==> config.mk <==
export PLATFORM = sky130hd
export DESIGN_NAME = mix_columns_seq
export DESIGN_NICKNAME = d
export VERILOG_FILES = /design/src/rtl/mix_columns_seq.sv
export SDC_FILE = /design/constraint.sdc
export NUM_CORES = 1
export LEC_CHECK = 0
export ABC_AREA = 1
export ABC_CLOCK_PERIOD_IN_PS = 3500
export BUFFER_PORTS_ARGS = -buffer_cell sky130_fd_sc_hd__clkbuf_2
export CELL_PAD_IN_SITES_DETAIL_PLACEMENT = 1
export CELL_PAD_IN_SITES_GLOBAL_PLACEMENT = 1
export CORE_UTILIZATION = 38
export DETAILED_ROUTE_END_ITERATION = 8
export HOLD_SLACK_MARGIN = 0.15
export PLACE_DENSITY_LB_ADDON = 0.1
export SYNTH_ARGS = -nofsm -noshare
export SYNTH_HDL_FRONTEND = slang
export SYNTH_SLANG_ARGS = --single-unit
==> constraint.sdc <==
create_clock -name clock -period 3.5 [get_ports clock]
set_input_delay 0.7 -clock clock [delete_from_list [all_inputs] [get_ports clock]]
set_output_delay 0.7 -clock clock [all_outputs]
set_load 0.005 [all_outputs]
==> src/rtl/mix_columns_seq.sv <==
`default_nettype none
// ============================================================================
//  Module      : mix_columns_seq
//  Description : AES MixColumns / InvMixColumns, one column per cycle through
//                a single shared GF(2^8) column multiplier, valid/ready I/O.
//  Revision    : 1.0 - initial release
// ============================================================================
module mix_columns_seq (
    input  logic         clock,
    input  logic         reset,
    input  logic         in_valid,
    output logic         in_ready,
    input  logic [127:0] in_data,
    input  logic         inverse,
    output logic         out_valid,
    input  logic         out_ready,
    output logic [127:0] out_data
);

    typedef enum logic [1:0] {
        S_IDLE    = 2'd0,
        S_COMPUTE = 2'd1,
        S_DONE    = 2'd2
    } fsm_t;

    fsm_t         fsm_q;
    logic [127:0] state_q;
    logic [127:0] state_d;
    logic         mode_q;
    logic [1:0]   col_cnt_q;
    logic         in_ready_q;
    logic         out_valid_q;

    logic [31:0]  w_col_in;
    logic [31:0]  w_col_out;

    function automatic logic [7:0] xtime(input logic [7:0] b);
        return {b[6:0], 1'b0} ^ (b[7] ? 8'h1B : 8'h00);
    endfunction

    // Multiply by a 4-bit constant as a sum of b, 2b, 4b and 8b.
    function automatic logic [7:0] gmul(input logic [7:0] b, input logic [3:0] k);
        logic [7:0] x2;
        logic [7:0] x4;
        logic [7:0] x8;
        x2 = xtime(b);
        x4 = xtime(x2);
        x8 = xtime(x4);
        return ({8{k[0]}} & b) ^ ({8{k[1]}} & x2) ^ ({8{k[2]}} & x4) ^ ({8{k[3]}} & x8);
    endfunction

    // One output byte; callers rotate the column so every row shares this form.
    function automatic logic [7:0] mix_row(input logic [7:0] p, input logic [7:0] q,
                                           input logic [7:0] r, input logic [7:0] s,
                                           input logic inv);
        if (inv)
            return gmul(p, 4'hE) ^ gmul(q, 4'hB) ^ gmul(r, 4'hD) ^ gmul(s, 4'h9);
        else
            return gmul(p, 4'h2) ^ gmul(q, 4'h3) ^ r ^ s;
    endfunction

    function automatic logic [31:0] mix_col(input logic [31:0] c, input logic inv);
        logic [7:0] a0;
        logic [7:0] a1;
        logic [7:0] a2;
        logic [7:0] a3;
        a0 = c[31:24];
        a1 = c[23:16];
        a2 = c[15:8];
        a3 = c[7:0];
        return {mix_row(a0, a1, a2, a3, inv),
                mix_row(a1, a2, a3, a0, inv),
                mix_row(a2, a3, a0, a1, inv),
                mix_row(a3, a0, a1, a2, inv)};
    endfunction

    always_comb begin
        w_col_in = 32'h0;
        case (col_cnt_q)
            2'd0:    w_col_in = state_q[127:96];
            2'd1:    w_col_in = state_q[95:64];
            2'd2:    w_col_in = state_q[63:32];
            default: w_col_in = state_q[31:0];
        endcase
    end

    assign w_col_out = mix_col(w_col_in, mode_q);

    always_comb begin
        state_d = state_q;
        case (col_cnt_q)
            2'd0:    state_d[127:96] = w_col_out;
            2'd1:    state_d[95:64]  = w_col_out;
            2'd2:    state_d[63:32]  = w_col_out;
            default: state_d[31:0]   = w_col_out;
        endcase
    end

    always_ff @(posedge clock) begin
        if (reset) begin
            fsm_q       <= S_IDLE;
            state_q     <= 128'h0;
            mode_q      <= 1'b0;
            col_cnt_q   <= 2'd0;
            in_ready_q  <= 1'b1;
            out_valid_q <= 1'b0;
        end else begin
            case (fsm_q)
                S_IDLE: begin
                    if (in_valid) begin
                        state_q    <= in_data;
                        mode_q     <= inverse;
                        col_cnt_q  <= 2'd0;
                        in_ready_q <= 1'b0;
                        fsm_q      <= S_COMPUTE;
                    end
                end
                S_COMPUTE: begin
                    state_q   <= state_d;
                    col_cnt_q <= col_cnt_q + 2'd1;
                    if (col_cnt_q == 2'd3) begin
                        out_valid_q <= 1'b1;
                        fsm_q       <= S_DONE;
                    end
                end
                S_DONE: begin
                    if (out_ready) begin
                        out_valid_q <= 1'b0;
                        in_ready_q  <= 1'b1;
                        fsm_q       <= S_IDLE;
                    end
                end
                default: begin
                    out_valid_q <= 1'b0;
                    in_ready_q  <= 1'b1;
                    fsm_q       <= S_IDLE;
                end
            endcase
        end
    end

    assign in_ready  = in_ready_q;
    assign out_valid = out_valid_q;
    assign out_data  = state_q;

endmodule
`default_nettype wire
==> results.sh, run 1 <==
export IMPL_grt_max_degree=74
export IMPL_synth_cell_types=45
export IMPL_synth_simple_gate_area_share_pct=29.9
export IMPL_drt_pass1_iter_count=5
export IMPL_crit_family="simple AND/OR/NAND/NOR gates"
export IMPL_max_freq_mhz=294
export IMPL_hold_violations=0
export IMPL_required_ns=3.86
export IMPL_ios=263
export IMPL_layout_nets=2281
export IMPL_antenna_left=0
export IMPL_synthFlopType="dfxtp_1"
export IMPL_fin_crit_sh_pct=97.2
export IMPL_avgRoutedWirePerCell_um=23.6
export IMPL_synth_compound_area_share_pct=22.5
export IMPL_synth_top_family_by_area="simple AND/OR/NAND/NOR gates"
export IMPL_grt_usage_pct=38.0
export IMPL_wl_um=60000
export IMPL_diodes=0
export IMPL_clk_path_buf_depth=2
export IMPL_reg2reg_from="col_cnt_q[0]$_SDFFE_PP0P_"
export IMPL_setup_viol=0
export IMPL_drcViolationCount=0
export IMPL_drt_iter0_drc=1308
export IMPL_rows=63
export IMPL_synth_area_mux_share_pct=0
export IMPL_irDropWorstVdd_mv=0.340
export IMPL_yosys_area_share_xor_xnor_pct=16.6
export IMPL_drv_slew=0
export IMPL_relSlewSlack_pct=42.7
export IMPL_grt_pass1_vias=14300
export IMPL_fp_coreArea_um2=29700
export IMPL_outcome="complete, no violations"
export IMPL_critical_path_class="reg2reg"
export IMPL_synth_seq_area_share_pct=23.5
export IMPL_finalClockSkew_ns=0.0129
export IMPL_drv_cap=0
export IMPL_drive_gt1_share_pct=25.1
export IMPL_worstPathBufferInverterCount=3
export IMPL_synth_edf_count=0
export IMPL_cp_start_kind="register"
export IMPL_leakage_uw=0.00742
export IMPL_grt_overflow=0
export IMPL_clk_pin_slew_ns=0.06
export IMPL_synth_seq_cells=135
export IMPL_grt_pass1_wl_um=88000
export IMPL_power_density_nw_per_um2=756
export IMPL_h_tree_depth=4
export IMPL_cp_max_fo=19
export IMPL_cts_root_buf="clkbuf_16"
export IMPL_slowest_delay_ns=0.34
export IMPL_mostFrequentLayoutCell="nand2_1"
export IMPL_synth_area_um2=11500
export IMPL_area_delta_synth_final_pct=28.0
export IMPL_gp_congestion=1.02
export IMPL_layout_common_cells="nand2_1 (576), a21oi_1 (281), clkbuf_2 (262), o21ai_0 (151), dfxtp_1 (133)"
export IMPL_hpwlAfterDp_um=46300
export IMPL_fp_dieH_um=176
export IMPL_cts_buffers=17
export IMPL_synth_warnings=0
export IMPL_initial_core_util_pct=38.8
export IMPL_layout_min_cycle_time_ns=3.40
export IMPL_critPathLaunch="col_cnt_q[0]$_SDFFE_PP0P_"
export IMPL_clk_latency_ns=0.43
export IMPL_die_w_um=176
export IMPL_cts_tree="yes"
export IMPL_min_from="out_valid$_SDFFE_PP0P_"
export IMPL_vias=14600
export IMPL_dieArea_um2=31000
export IMPL_synth_nets=1977
export IMPL_path_common_cell="nand2_1"
export IMPL_routed_via_density=5.74
export IMPL_hp_class="reg2reg"
export IMPL_cp_arrival_ns=3.76
export IMPL_numPortBuffers=262
export IMPL_syn_avg_cell_area_um2=6.26
export IMPL_antenna_found_initial=0
export IMPL_syn_inst=1839
export IMPL_final_setup_tns_ns=0
export IMPL_numClockSinks=135
export IMPL_cts_hold_buf=0
export IMPL_tightest_slew_ns=0.857
export IMPL_async_flop_share_pct=0
export IMPL_power_uw=11100
export IMPL_critPathSlowestCell="dfxtp_2"
export IMPL_crit_chain="inv_2 > ha_1 > buf_8 > nand2_1 > nand2_1 > nor2_2 > nor2_4 > buf_4 > nand2_1 > nand2_4 > nand2_2 > nand2_4 > nand2_1 > nand3_1 > nand3_1 > nand3_1 > nand2_1 > nand2_1 > nand3_1 > nand2_1 > nand2_2 > a21oi_1"
export IMPL_synthAdderAreaFrac_pct=0.543
export IMPL_cp_end_kind="register"
[sequential cells by signal (all words and copies together) (netlist names)]
name / count
out_valid: 1
out_data: 128
col_cnt_q: 2
fsm_q: 2
mode_q: 1
in_ready: 1
[what timing repair did]
item | CTS | global route
gates resized for setup | 6 | 51
pin swaps | 2 | 6
buffers inserted | 4 | 11
setup endpoints to repair | 30 | 92
[cell usage after synthesis, types with 2 or more instances]
master | count | share of area (%)
a21o_1 | 2 | 0.13
a21oi_1 | 288 | 13
a21oi_2 | 6 | 0.46
buf_1 | 2 | 0.065
buf_2 | 15 | 0.65
buf_4 | 7 | 0.46
buf_6 | 4 | 0.39
clkbuf_1 | 58 | 1.9
clkinv_1 | 3 | 0.098
dfxtp_1 | 135 | 23
ha_1 | 5 | 0.54
inv_1 | 97 | 3.2
inv_2 | 8 | 0.26
nand2_1 | 592 | 19
nand2_2 | 23 | 1.2
nand2_4 | 2 | 0.20
nand3_1 | 103 | 4.5
nand3b_1 | 3 | 0.20
nand4_1 | 5 | 0.27
nor2_1 | 54 | 1.8
nor2_2 | 11 | 0.60
nor2_4 | 8 | 0.78
o21ai_0 | 151 | 6.6
o21ai_1 | 11 | 0.48
o21ai_2 | 2 | 0.15
o21bai_2 | 3 | 0.29
o22ai_2 | 3 | 0.33
o22ai_4 | 7 | 1.2
or2_1 | 3 | 0.16
or2_2 | 11 | 0.60
xnor2_1 | 60 | 4.6
xnor2_2 | 4 | 0.56
xor2_1 | 135 | 10
xor2_2 | 7 | 0.99
[per-stage QoR]
stage / setup slack (ns) / instances / utilization (%) / hold slack [ns] / area (um2)
after floorplan: 0.763 / 1839 / - / 0.442 / 11500
after global placement: 0.0151 / 2499 / 46.4 / 0.441 / 13800
after detailed placement: -0.113 / 2499 / 46.4 / 0.453 / 13800
after CTS: 0.00936 / 2535 / 48.6 / 0.463 / 14500
after global routing: -0.0174 / 2546 / 49.6 / 0.495 / 14700
final: 0.0985 / 2546 / 49.6 / 0.456 / 14700
[power by group]
part | leakage (uW) | internal (uW) | total, uW | switching [uW]
combinational | 0.00601 | 2470 | 7290 | 4810
sequential | 0.00112 | 1730 | 1950 | 217
clock | 0.000296 | 1150 | 1910 | 762
total | 0.00742 | 5350 | 11100 | 5790
[worst paths after layout]
kind / end / slack (ns) / cells after the start
max: out_data[124]$_SDFFE_PP0P_ / 0.1 / 22
min: out_valid$_SDFFE_PP0P_ / 0.46 / 2
max reg2reg: out_data[124]$_SDFFE_PP0P_ / 0.1 / 22
min reg2reg: out_valid$_SDFFE_PP0P_ / 0.46 / 2
[area by class of cell]
cell class | count | area, um2
Clock inverter | 12 | 164
Sequential cell | 135 | 2710
Fill cell | 4046 | 15000
Clock buffer | 20 | 447
Multi-Input combinational cell | 1510 | 8280
Timing Repair Buffer | 371 | 2240
Inverter | 108 | 412
Tap cell | 390 | 488
[kinds of logic after synthesis]
group | Yosys count
AND/OR/NAND/NOR | 820
AO/OA/AOI/OAI | 478
XOR/XNOR | 207
buffers and inverters | 194
flip-flops | 135
adder cells (fa/ha/maj) | 5
[worst reg2reg max path: stages (launching register included)]
cell,delay [ns]
dfxtp_2,0.34
inv_2,0.11
ha_1,0.22
buf_8,0.20
nand2_1,0.08
nand2_1,0.16
nor2_2,0.08
nor2_4,0.21
buf_4,0.17
nand2_1,0.11
nand2_4,0.14
nand2_2,0.10
nand2_4,0.15
nand2_1,0.10
nand3_1,0.09
nand3_1,0.14
nand3_1,0.17
nand2_1,0.07
nand2_1,0.07
nand3_1,0.13
nand2_1,0.16
nand2_2,0.14
a21oi_1,0.18
[metal layers]
| metal | track usage, % | vias to the layer above | wire length (um) |
|---|---|---|---|
| li1 | - | 6583 | - |
| met1 | 50.7 | 7076 | 25100 |
| met2 | 60.0 | 766 | 27100 |
| met3 | 5.08 | 177 | 4650 |
| met4 | 19.2 | 0 | 3160 |
| met5 | 0 | - | 0 |
Note: power is estimated with default switching activity, not from simulation.
==> run 2, diff against run 1 <==
==> constraint.sdc (replaced) <==
create_clock -name clock -period 3.5 [get_ports clock]
set_input_delay 0.35 -clock clock [delete_from_list [all_inputs] [get_ports clock]]
set_output_delay 0.35 -clock clock [all_outputs]
set_load 0.005 [all_outputs]
==> results.sh, run 2 (same netlist as run 1, synthesis figures left out) <==
export IMPL_layout_min_cycle_time_ns=3.38
export IMPL_min_from="in_data[123]"
export IMPL_cp_arrival_ns=3.69
export IMPL_p_sw_share_pct=52.6
export IMPL_path_common_cell="nand2_1"
export IMPL_switching_power_uw=5870
export IMPL_worst_r2r_setup_slack_ns=0.12
export IMPL_seqPwrFrac_pct=17.5
export IMPL_wl_um=61900
export IMPL_setup_viol=0
export IMPL_grt_busiest_layer="met2"
export IMPL_finalWorstSetupSlack_ns=0.117
export IMPL_critPathSlowestCell="dfxtp_1"
export IMPL_cp_start_kind="register"
export IMPL_cts_root_buf="clkbuf_16"
export IMPL_clk_latency_ns=0.44
export IMPL_power_density_nw_per_um2=760
export IMPL_worstPathBufferInverterCount=4
export IMPL_area_delta_synth_final_pct=27.5
export IMPL_place_area_um2=13800
export IMPL_hpwlAfterDp_um=48500
export IMPL_largest_reg_flops=128
export IMPL_vias=14500
export IMPL_use_met2_pct=62.8
export IMPL_avgRoutedWirePerCell_um=24.4
export IMPL_dieArea_um2=31000
export IMPL_antenna_left=0
export IMPL_drive_gt1_share_pct=24.9
export IMPL_p_int_uw=5280
export IMPL_drv_cap=0
export IMPL_critical_path_class="reg2reg"
export IMPL_n_fill_cell=4073
export IMPL_drv_slew=0
export IMPL_leakage_uw=0.00740
export IMPL_hold_violations=0
export IMPL_fin_crit_sh_pct=96.7
export IMPL_reg2reg_from="col_cnt_q[1]$_SDFFE_PP0P_"
export IMPL_drt_pass1_iter_count=5
export IMPL_fp_coreArea_um2=29700
export IMPL_grt_overflow=0
export IMPL_combPwrFrac_pct=65.7
export IMPL_power_uw=11200
export IMPL_fp_dieH_um=176
export IMPL_relSlewSlack_pct=58.5
export IMPL_cp_end_kind="register"
export IMPL_gp_congestion=1.00
export IMPL_grt_pass1_vias=14200
export IMPL_outcome="complete, no violations"
export IMPL_initial_core_util_pct=38.8
export IMPL_pwr_share_clk_pct=16.8
export IMPL_layout_nets=2276
export IMPL_required_ns=3.81
export IMPL_ios=263
export IMPL_max_freq_mhz=296
export IMPL_drt_iter0_drc=1194
export IMPL_cts_buffers=17
export IMPL_crit_chain="inv_1 > ha_1 > buf_6 > nand2_1 > nand2_1 > nor2_1 > nor2_4 > buf_4 > nand2_1 > nand2_1 > nor2_1 > nor2_1 > buf_4 > xnor2_1 > a21oi_1 > o21ai_1 > nand2_1 > nand2_1 > a21oi_1"
export IMPL_numClockSinks=135
export IMPL_grt_util_met3_pct=5.21
export IMPL_finalClockSkew_ns=0.0151
export IMPL_irDropWorstVdd_mv=0.315
export IMPL_reg2reg_depth=19
export IMPL_grt_util_met1_pct=52.3
export IMPL_grt_max_degree=89
export IMPL_timing_rr_end="out_data[2]$_SDFFE_PP0P_"
export IMPL_cts_tree="yes"
export IMPL_stdcell_area_um2=14700
export IMPL_h_tree_depth=4
export IMPL_holdPathEnd="out_data[123]$_SDFFE_PP0P_"
export IMPL_final_setup_tns_ns=0
export IMPL_mostFrequentLayoutCell="nand2_1"
export IMPL_numPortBuffers=262
export IMPL_tightest_slew_ns=0.623
export IMPL_hold_depth=3
export IMPL_clk_path_buf_depth=2
export IMPL_hold_slack_ns=0.197
export IMPL_die_w_um=176
export IMPL_clk_pin_slew_ns=0.07
export IMPL_dp_slack_ns=-0.225
export IMPL_drcViolationCount=0
export IMPL_rows=63
export IMPL_antenna_found_initial=0
export IMPL_cp_max_fo=22
export IMPL_routed_via_density=5.71
export IMPL_slowest_delay_ns=0.42
export IMPL_grt_usage_pct=39.4
export IMPL_grt_pass1_wl_um=89800
export IMPL_crit_family="simple AND/OR/NAND/NOR gates"
export IMPL_diodes=0
export IMPL_layout_common_cells="nand2_1 (578), a21oi_1 (283), clkbuf_2 (262), o21ai_0 (150), dfxtp_1 (135)"
export IMPL_hp_class="in2reg"
[run 2: cell types whose count changed in the layout (fill, tap and decap cells not counted), sizes merged]
cell and delta:
buf -5, bufinv -1, clkbuf -2, clkinv -2, clkinvlp +3, inv +2
[run 2: worst max-delay path by stage]
| stage | startpoint | endpoint | cells after the start |
|---|---|---|---|
| floorplan | col_cnt_q[0]$_SDFFE_PP0P_ | out_data[105]$_SDFFE_PP0P_ | 18 |
| global placement | col_cnt_q[0]$_SDFFE_PP0P_ | out_data[122]$_SDFFE_PP0P_ | 18 |
| detailed placement | col_cnt_q[1]$_SDFFE_PP0P_ | out_data[90]$_SDFFE_PP0P_ | 21 |
| CTS | col_cnt_q[1]$_SDFFE_PP0P_ | out_data[90]$_SDFFE_PP0P_ | 21 |
| global route | col_cnt_q[1]$_SDFFE_PP0P_ | out_data[116]$_SDFFE_PP0P_ | 21 |
| finish | col_cnt_q[1]$_SDFFE_PP0P_ | out_data[2]$_SDFFE_PP0P_ | 19 |
[run 2: power by group through the flow]
| stage | clock network (uW) | logic (uW) | registers [uW] |
|---|---|---|---|
| 5_1_grt | 1940 | 7870 | 1960 |
| 4_1_cts | 1890 | 7020 | 1940 |
| 6_report | 1870 | 7330 | 1950 |
| 3_3_place_gp | 0 | 6820 | 1970 |
| 3_5_place_dp | 0 | 6960 | 1970 |
| 2_1_floorplan | 0 | 4400 | 1900 |
[run 2: worst register-to-register path: stages (launching register included)]
cell,delay [ns]
dfxtp_1,0.42
inv_1,0.10
ha_1,0.22
buf_6,0.18
nand2_1,0.16
nand2_1,0.09
nor2_1,0.20
nor2_4,0.08
buf_4,0.17
nand2_1,0.07
nand2_1,0.13
nor2_1,0.13
nor2_1,0.05
buf_4,0.15
xnor2_1,0.37
a21oi_1,0.11
o21ai_1,0.11
nand2_1,0.06
nand2_1,0.33
a21oi_1,0.13
[run 2: final cells by class]
class	count	area (um2)	area share, %
Timing Repair Buffer	366	2220	15.1
Clock buffer	18	429	2.92
Multi-Input combinational cell	1510	8260	56.3
Clock inverter	14	166	1.13
Tap cell	390	488	3.32
Sequential cell	135	2700	18.4
Inverter	108	412	2.80
[run 2: through the flow]
step,utilization (%),instances
2_1_floorplan,-,1839
3_3_place_gp,46.3,2497
3_5_place_dp,46.3,2497
4_1_cts,48.3,2529
5_1_grt,49.4,2541
6_report,49.4,2541
[run 2: metal layers]
| metal | wire length, um | share of wire [%] | up-vias |
|---|---|---|---|
| met5 | 0 | 0 | - |
| met4 | 3060 | 4.9 | 0 |
| met2 | 28000 | 45 | 726 |
| li1 | - | - | 6576 |
| met3 | 4560 | 7.4 | 136 |
| met1 | 26300 | 42 | 7069 |
[run 2: what timing repair did]
action,4_1_cts,5_1_grt
gates cloned,0,0
resized for setup,3,46
buffers inserted,0,12
hold buffers,0,0
pin swaps,0,6
setup endpoints to repair,4,110
==> run 3, diff against run 2 <==
--- a/config.mk
+++ b/config.mk
@@ -6,14 +6,15 @@
 export NUM_CORES = 1
 export LEC_CHECK = 0
 export ABC_AREA = 1
-export ABC_CLOCK_PERIOD_IN_PS = 3500
+export ABC_CLOCK_PERIOD_IN_PS = 3350
 export BUFFER_PORTS_ARGS = -buffer_cell sky130_fd_sc_hd__clkbuf_2
 export CELL_PAD_IN_SITES_DETAIL_PLACEMENT = 1
 export CELL_PAD_IN_SITES_GLOBAL_PLACEMENT = 1
 export CORE_UTILIZATION = 38
 export DETAILED_ROUTE_END_ITERATION = 8
+export GPL_TIMING_DRIVEN = 0
 export HOLD_SLACK_MARGIN = 0.15
-export PLACE_DENSITY_LB_ADDON = 0.1
+export PLACE_DENSITY = 0.93
 export SYNTH_ARGS = -nofsm -noshare
 export SYNTH_HDL_FRONTEND = slang
 export SYNTH_SLANG_ARGS = --single-unit
==> constraint.sdc (replaced) <==
create_clock -name clock -period 3.35 [get_ports clock]
set_input_delay 0.335 -clock clock [delete_from_list [all_inputs] [get_ports clock]]
set_output_delay 0.335 -clock clock [all_outputs]
set_load 0.005 [all_outputs]
==> results.sh, run 3 <==
export IMPL_clk_path_buf_depth=2
export IMPL_synth_seq_area_share_pct=23.5
export IMPL_synth_cell_types=45
export IMPL_cts_buffers=17
export IMPL_synthTopCellsByArea="dfxtp_1 (23%), nand2_1 (19%), a21oi_1 (13%)"
export IMPL_syn_avg_cell_area_um2=6.26
export IMPL_synth_seq_cells=135
export IMPL_synth_warnings=0
export IMPL_yosysMostFrequentCell="nand2_1"
export IMPL_hpwlAfterDp_um=48600
export IMPL_outcome="aborted with a tool error"
export IMPL_antenna_found_initial=18
export IMPL_synth_top_area_share_pct=23.5
export IMPL_lastStage="global routing"
export IMPL_cts_hold_buf=0
export IMPL_grt_max_degree=17
export IMPL_synth_edf_count=0
export IMPL_initial_core_util_pct=38.8
export IMPL_h_tree_depth=4
export IMPL_numPortBuffers=262
export IMPL_error="[ERROR GRT-0232] Routing congestion too high. Check the congestion heatmap in the GUI."
export IMPL_synthTopCellsByCount="nand2_1 (592), a21oi_1 (288), o21ai_0 (151), dfxtp_1 (135), xor2_1 (135)"
export IMPL_dp_cells=2491
export IMPL_synthFlopType="dfxtp_1"
export IMPL_synth_area_um2=11500
export IMPL_yosysTopAreaCell="dfxtp_1"
export IMPL_async_flop_share_pct=0
export IMPL_worst_endpoint_kind="register data pin"
export IMPL_dp_slack_ns=-0.887
export IMPL_grt_worst_endpoint="out_data[17]$_SDFFE_PP0P_/D"
export IMPL_grt_overflow=2
export IMPL_rows=63
export IMPL_grt_usage_pct=69.7
export IMPL_synth_nets=1977
export IMPL_die_w_um=176
export IMPL_fp_dieH_um=176
export IMPL_numClockSinks=135
export IMPL_cts_root_buf="clkbuf_16"
export IMPL_ios=263
export IMPL_gp_congestion=1.02
export IMPL_syn_inst=1839
run 3: cell counts after synthesis:
No cell type changed its count.
run 3: metal layers:
layer / overflow / global-route usage [%]
met5: 0 / 30.1
met4: 1 / 66.2
met3: 0 / 61.0
met2: 1 / 84.1
met1: 0 / 68.0
run 3: metrics by stage:
step / instance area, um2 / setup TNS [ns]
3_3_place_gp: 13300 / -51.13
4_1_cts: 14900 / -0.00203
3_5_place_dp: 13300 / -64.01
2_1_floorplan: 11500 / 0
run 3: logic make-up after synthesis:
family          after synthesis  share of synthesized area, %
flops                       135                          23.5
compound gates              478                          22.5
xor+xnor                    207                          16.6
buf+inv                     194                          6.97
fa+ha+maj                     5                         0.543
simple gates                820                          29.9
run 3: timing repair:
item	in CTS
resized for setup	137
pin swaps	24
setup endpoints to repair	128
buffers inserted	48
==> run 4, diff against run 3 <==
==> config.mk (replaced) <==
export PLATFORM = sky130hd
export DESIGN_NAME = mix_columns_seq
export DESIGN_NICKNAME = d
export VERILOG_FILES = /design/src/rtl/mix_columns_seq.sv
export SDC_FILE = /design/constraint.sdc
export NUM_CORES = 1
export LEC_CHECK = 0
export ABC_AREA = 1
export ABC_CLOCK_PERIOD_IN_PS = 3350
export BUFFER_PORTS_ARGS = -buffer_cell sky130_fd_sc_hd__clkbuf_2
export CORE_UTILIZATION = 30
export DETAILED_ROUTE_END_ITERATION = 8
export GPL_TIMING_DRIVEN = 0
export PLACE_DENSITY_LB_ADDON = 0.15
export SYNTH_ARGS = -nofsm -noshare
export SYNTH_HDL_FRONTEND = slang
export SYNTH_SLANG_ARGS = --single-unit
==> results.sh, run 4 (same netlist as run 1, synthesis figures left out) <==
export IMPL_clk_path_buf_depth=2
export IMPL_routed_via_density=5.30
export IMPL_irDropWorstVdd_mv=0.403
export IMPL_antenna_left=0
export IMPL_min_from="reset"
export IMPL_critPathSlowestCell="dfxtp_4"
export IMPL_hp_class="in2reg"
export IMPL_required_ns=3.72
export IMPL_drcViolationCount=0
export IMPL_cts_hold_buf=0
export IMPL_reg2reg_depth=22
export IMPL_avgRoutedWirePerCell_um=22.7
export IMPL_gp_congestion=0.976
export IMPL_rsz0062_at_grt="yes"
export IMPL_holdPathEnd="col_cnt_q[1]$_SDFFE_PP0P_"
export IMPL_reg2reg_from="col_cnt_q[0]$_SDFFE_PP0P_"
export IMPL_vias=14500
export IMPL_largest_reg_flops=128
export IMPL_cp_start_kind="register"
export IMPL_crit_family="simple AND/OR/NAND/NOR gates"
export IMPL_h_tree_depth=4
export IMPL_wl_um=62000
export IMPL_final_setup_tns_ns=0
export IMPL_layout_min_cycle_time_ns=3.25
export IMPL_numClockSinks=135
export IMPL_grt_usage_pct=31.0
export IMPL_cts_buffers=17
export IMPL_timing_rr_end="out_data[109]$_SDFFE_PP0P_"
export IMPL_fp_coreArea_um2=37800
export IMPL_path_common_cell="nand2_1"
export IMPL_drv_cap=0
export IMPL_numPortBuffers=262
export IMPL_relSlewSlack_pct=32.4
export IMPL_layout_common_cells="nand2_1 (546), a21oi_1 (272), clkbuf_2 (262), o21ai_0 (151), dfxtp_1 (133)"
export IMPL_grt_max_degree=17
export IMPL_finalClockSkew_ns=0.00920
export IMPL_dieArea_um2=39200
export IMPL_die_w_um=198
export IMPL_drt_pass1_iter_count=5
export IMPL_setup_viol=0
export IMPL_tightest_slew_ns=1.01
export IMPL_hold_depth=2
export IMPL_cts_tree="yes"
export IMPL_area_delta_synth_final_pct=35.8
export IMPL_max_freq_mhz=307
export IMPL_drt_iter0_drc=1231
export IMPL_power_density_nw_per_um2=745
export IMPL_fp_dieH_um=198
export IMPL_cts_root_buf="clkbuf_16"
export IMPL_n_fill_cell=4047
export IMPL_mostFrequentLayoutCell="nand2_1"
export IMPL_critical_path_class="reg2reg"
export IMPL_rows=71
export IMPL_worstPathBufferInverterCount=5
export IMPL_grt_pass1_vias=13400
export IMPL_cp_max_fo=10
export IMPL_hold_slack_ns=0.151
export IMPL_slowest_delay_ns=0.37
export IMPL_grt_overflow=0
export IMPL_power_uw=11700
export IMPL_drv_slew=0
export IMPL_drive_gt1_share_pct=27.4
export IMPL_worst_r2r_setup_slack_ns=0.1
export IMPL_cp_arrival_ns=3.63
export IMPL_multiInputGateArea_um2=8700
export IMPL_leakage_uw=0.00763
export IMPL_outcome="complete, no violations"
export IMPL_initial_core_util_pct=30.5
export IMPL_clk_latency_ns=0.44
export IMPL_diodes=0
export IMPL_fin_crit_sh_pct=97.1
export IMPL_crit_chain="inv_2 > ha_4 > buf_8 > nand2_1 > nand2_1 > nor2_1 > nor2_4 > nand2_1 > nand2_4 > xor2_4 > buf_4 > buf_4 > nand2_1 > nand2_1 > inv_1 > nand2_1 > nand2_1 > nand2_1 > nand3_1 > nand2_2 > nand2_4 > a21oi_2"
export IMPL_hpwlAfterDp_um=47800
export IMPL_seq_area_um2=2710
export IMPL_antenna_found_initial=1
export IMPL_hold_violations=0
export IMPL_ios=263
export IMPL_layout_nets=2341
export IMPL_cp_end_kind="register"
export IMPL_grt_pass1_wl_um=88400
export IMPL_clk_pin_slew_ns=0.06
## run 4: worst reg2reg max path, stage by stage (launching register included)
cell and delay (ns):
dfxtp_4 0.37, inv_2 0.12, ha_4 0.22, buf_8 0.19, nand2_1 0.07, nand2_1 0.15
nor2_1 0.11, nor2_4 0.18, nand2_1 0.12, nand2_4 0.16, xor2_4 0.28, buf_4 0.17
buf_4 0.12, nand2_1 0.05, nand2_1 0.10, inv_1 0.05, nand2_1 0.08, nand2_1 0.05
nand2_1 0.06, nand3_1 0.12, nand2_2 0.16, nand2_4 0.11, a21oi_2 0.16
## run 4: metal layers
metal / global-route usage, % / routed length (um) / vias up / share of wire, %
met1: 38.5 / 25300 / 6893 / 41
li1: - / - / 6716 / -
met3: 7.03 / 5360 / 142 / 8.6
met4: 11.6 / 2410 / 2 / 3.9
met2: 51.8 / 28900 / 710 / 47
met5: 0 / 13 / - / 0.021
## run 4: through the flow
| step | instance area, um2 | setup WS (ns) | std cells | util (%) |
|---|---|---|---|---|
| after floorplan | 11500 | 0.613 | 1839 | - |
| after global placement | 13500 | -0.867 | 2612 | 35.7 |
| after global routing | 15600 | -0.0343 | 2727 | 41.4 |
| after detailed placement | 13500 | -0.851 | 2612 | 35.7 |
| after CTS | 14700 | 0.00143 | 2672 | 39.0 |
| final | 15600 | 0.0973 | 2727 | 41.4 |
## run 4: timing repair
| item | 4_1_cts | 5_1_grt |
|---|---|---|
| buffers inserted | 28 | 55 |
| cloned | 0 | 0 |
| setup endpoints to repair | 128 | 111 |
| gates resized for setup | 96 | 114 |
| pin swaps | 14 | 33 |
## run 4: where the power goes
part | switching, uW | total [uW] | leakage (uW) | internal [uW]
combinational | 4890 | 7630 | 0.00621 | 2740
clock | 783 | 2010 | 0.000298 | 1230
sequential | 218 | 2020 | 0.00112 | 1810
total | 5890 | 11700 | 0.00763 | 5770
## run 4: final cells by class
class	count	share of cell area, %
Buffer	86	3.53
Clock buffer	20	2.98
Clock inverter	12	0.960
Inverter	108	2.64
Multi-Input combinational cell	1510	55.6
Sequential cell	135	17.3
Tap cell	511	4.09
Timing Repair Buffer	345	12.9
## run 4: worst max path at each step
stage / startpoint / endpoint / slack, ns / cells past startpoint
detailed placement: col_cnt_q[0]$_SDFFE_PP0P_ / out_data[35]$_SDFFE_PP0P_ / -0.85 / 22
floorplan: col_cnt_q[0]$_SDFFE_PP0P_ / out_data[105]$_SDFFE_PP0P_ / 0.61 / 18
CTS: col_cnt_q[1]$_SDFFE_PP0P_ / out_data[100]$_SDFFE_PP0P_ / 0.001 / 18
global placement: col_cnt_q[0]$_SDFFE_PP0P_ / out_data[92]$_SDFFE_PP0P_ / -0.87 / 23
global route: col_cnt_q[0]$_SDFFE_PP0P_ / out_data[115]$_SDFFE_PP0P_ / -0.03 / 20
finish: col_cnt_q[0]$_SDFFE_PP0P_ / out_data[109]$_SDFFE_PP0P_ / 0.1 / 22
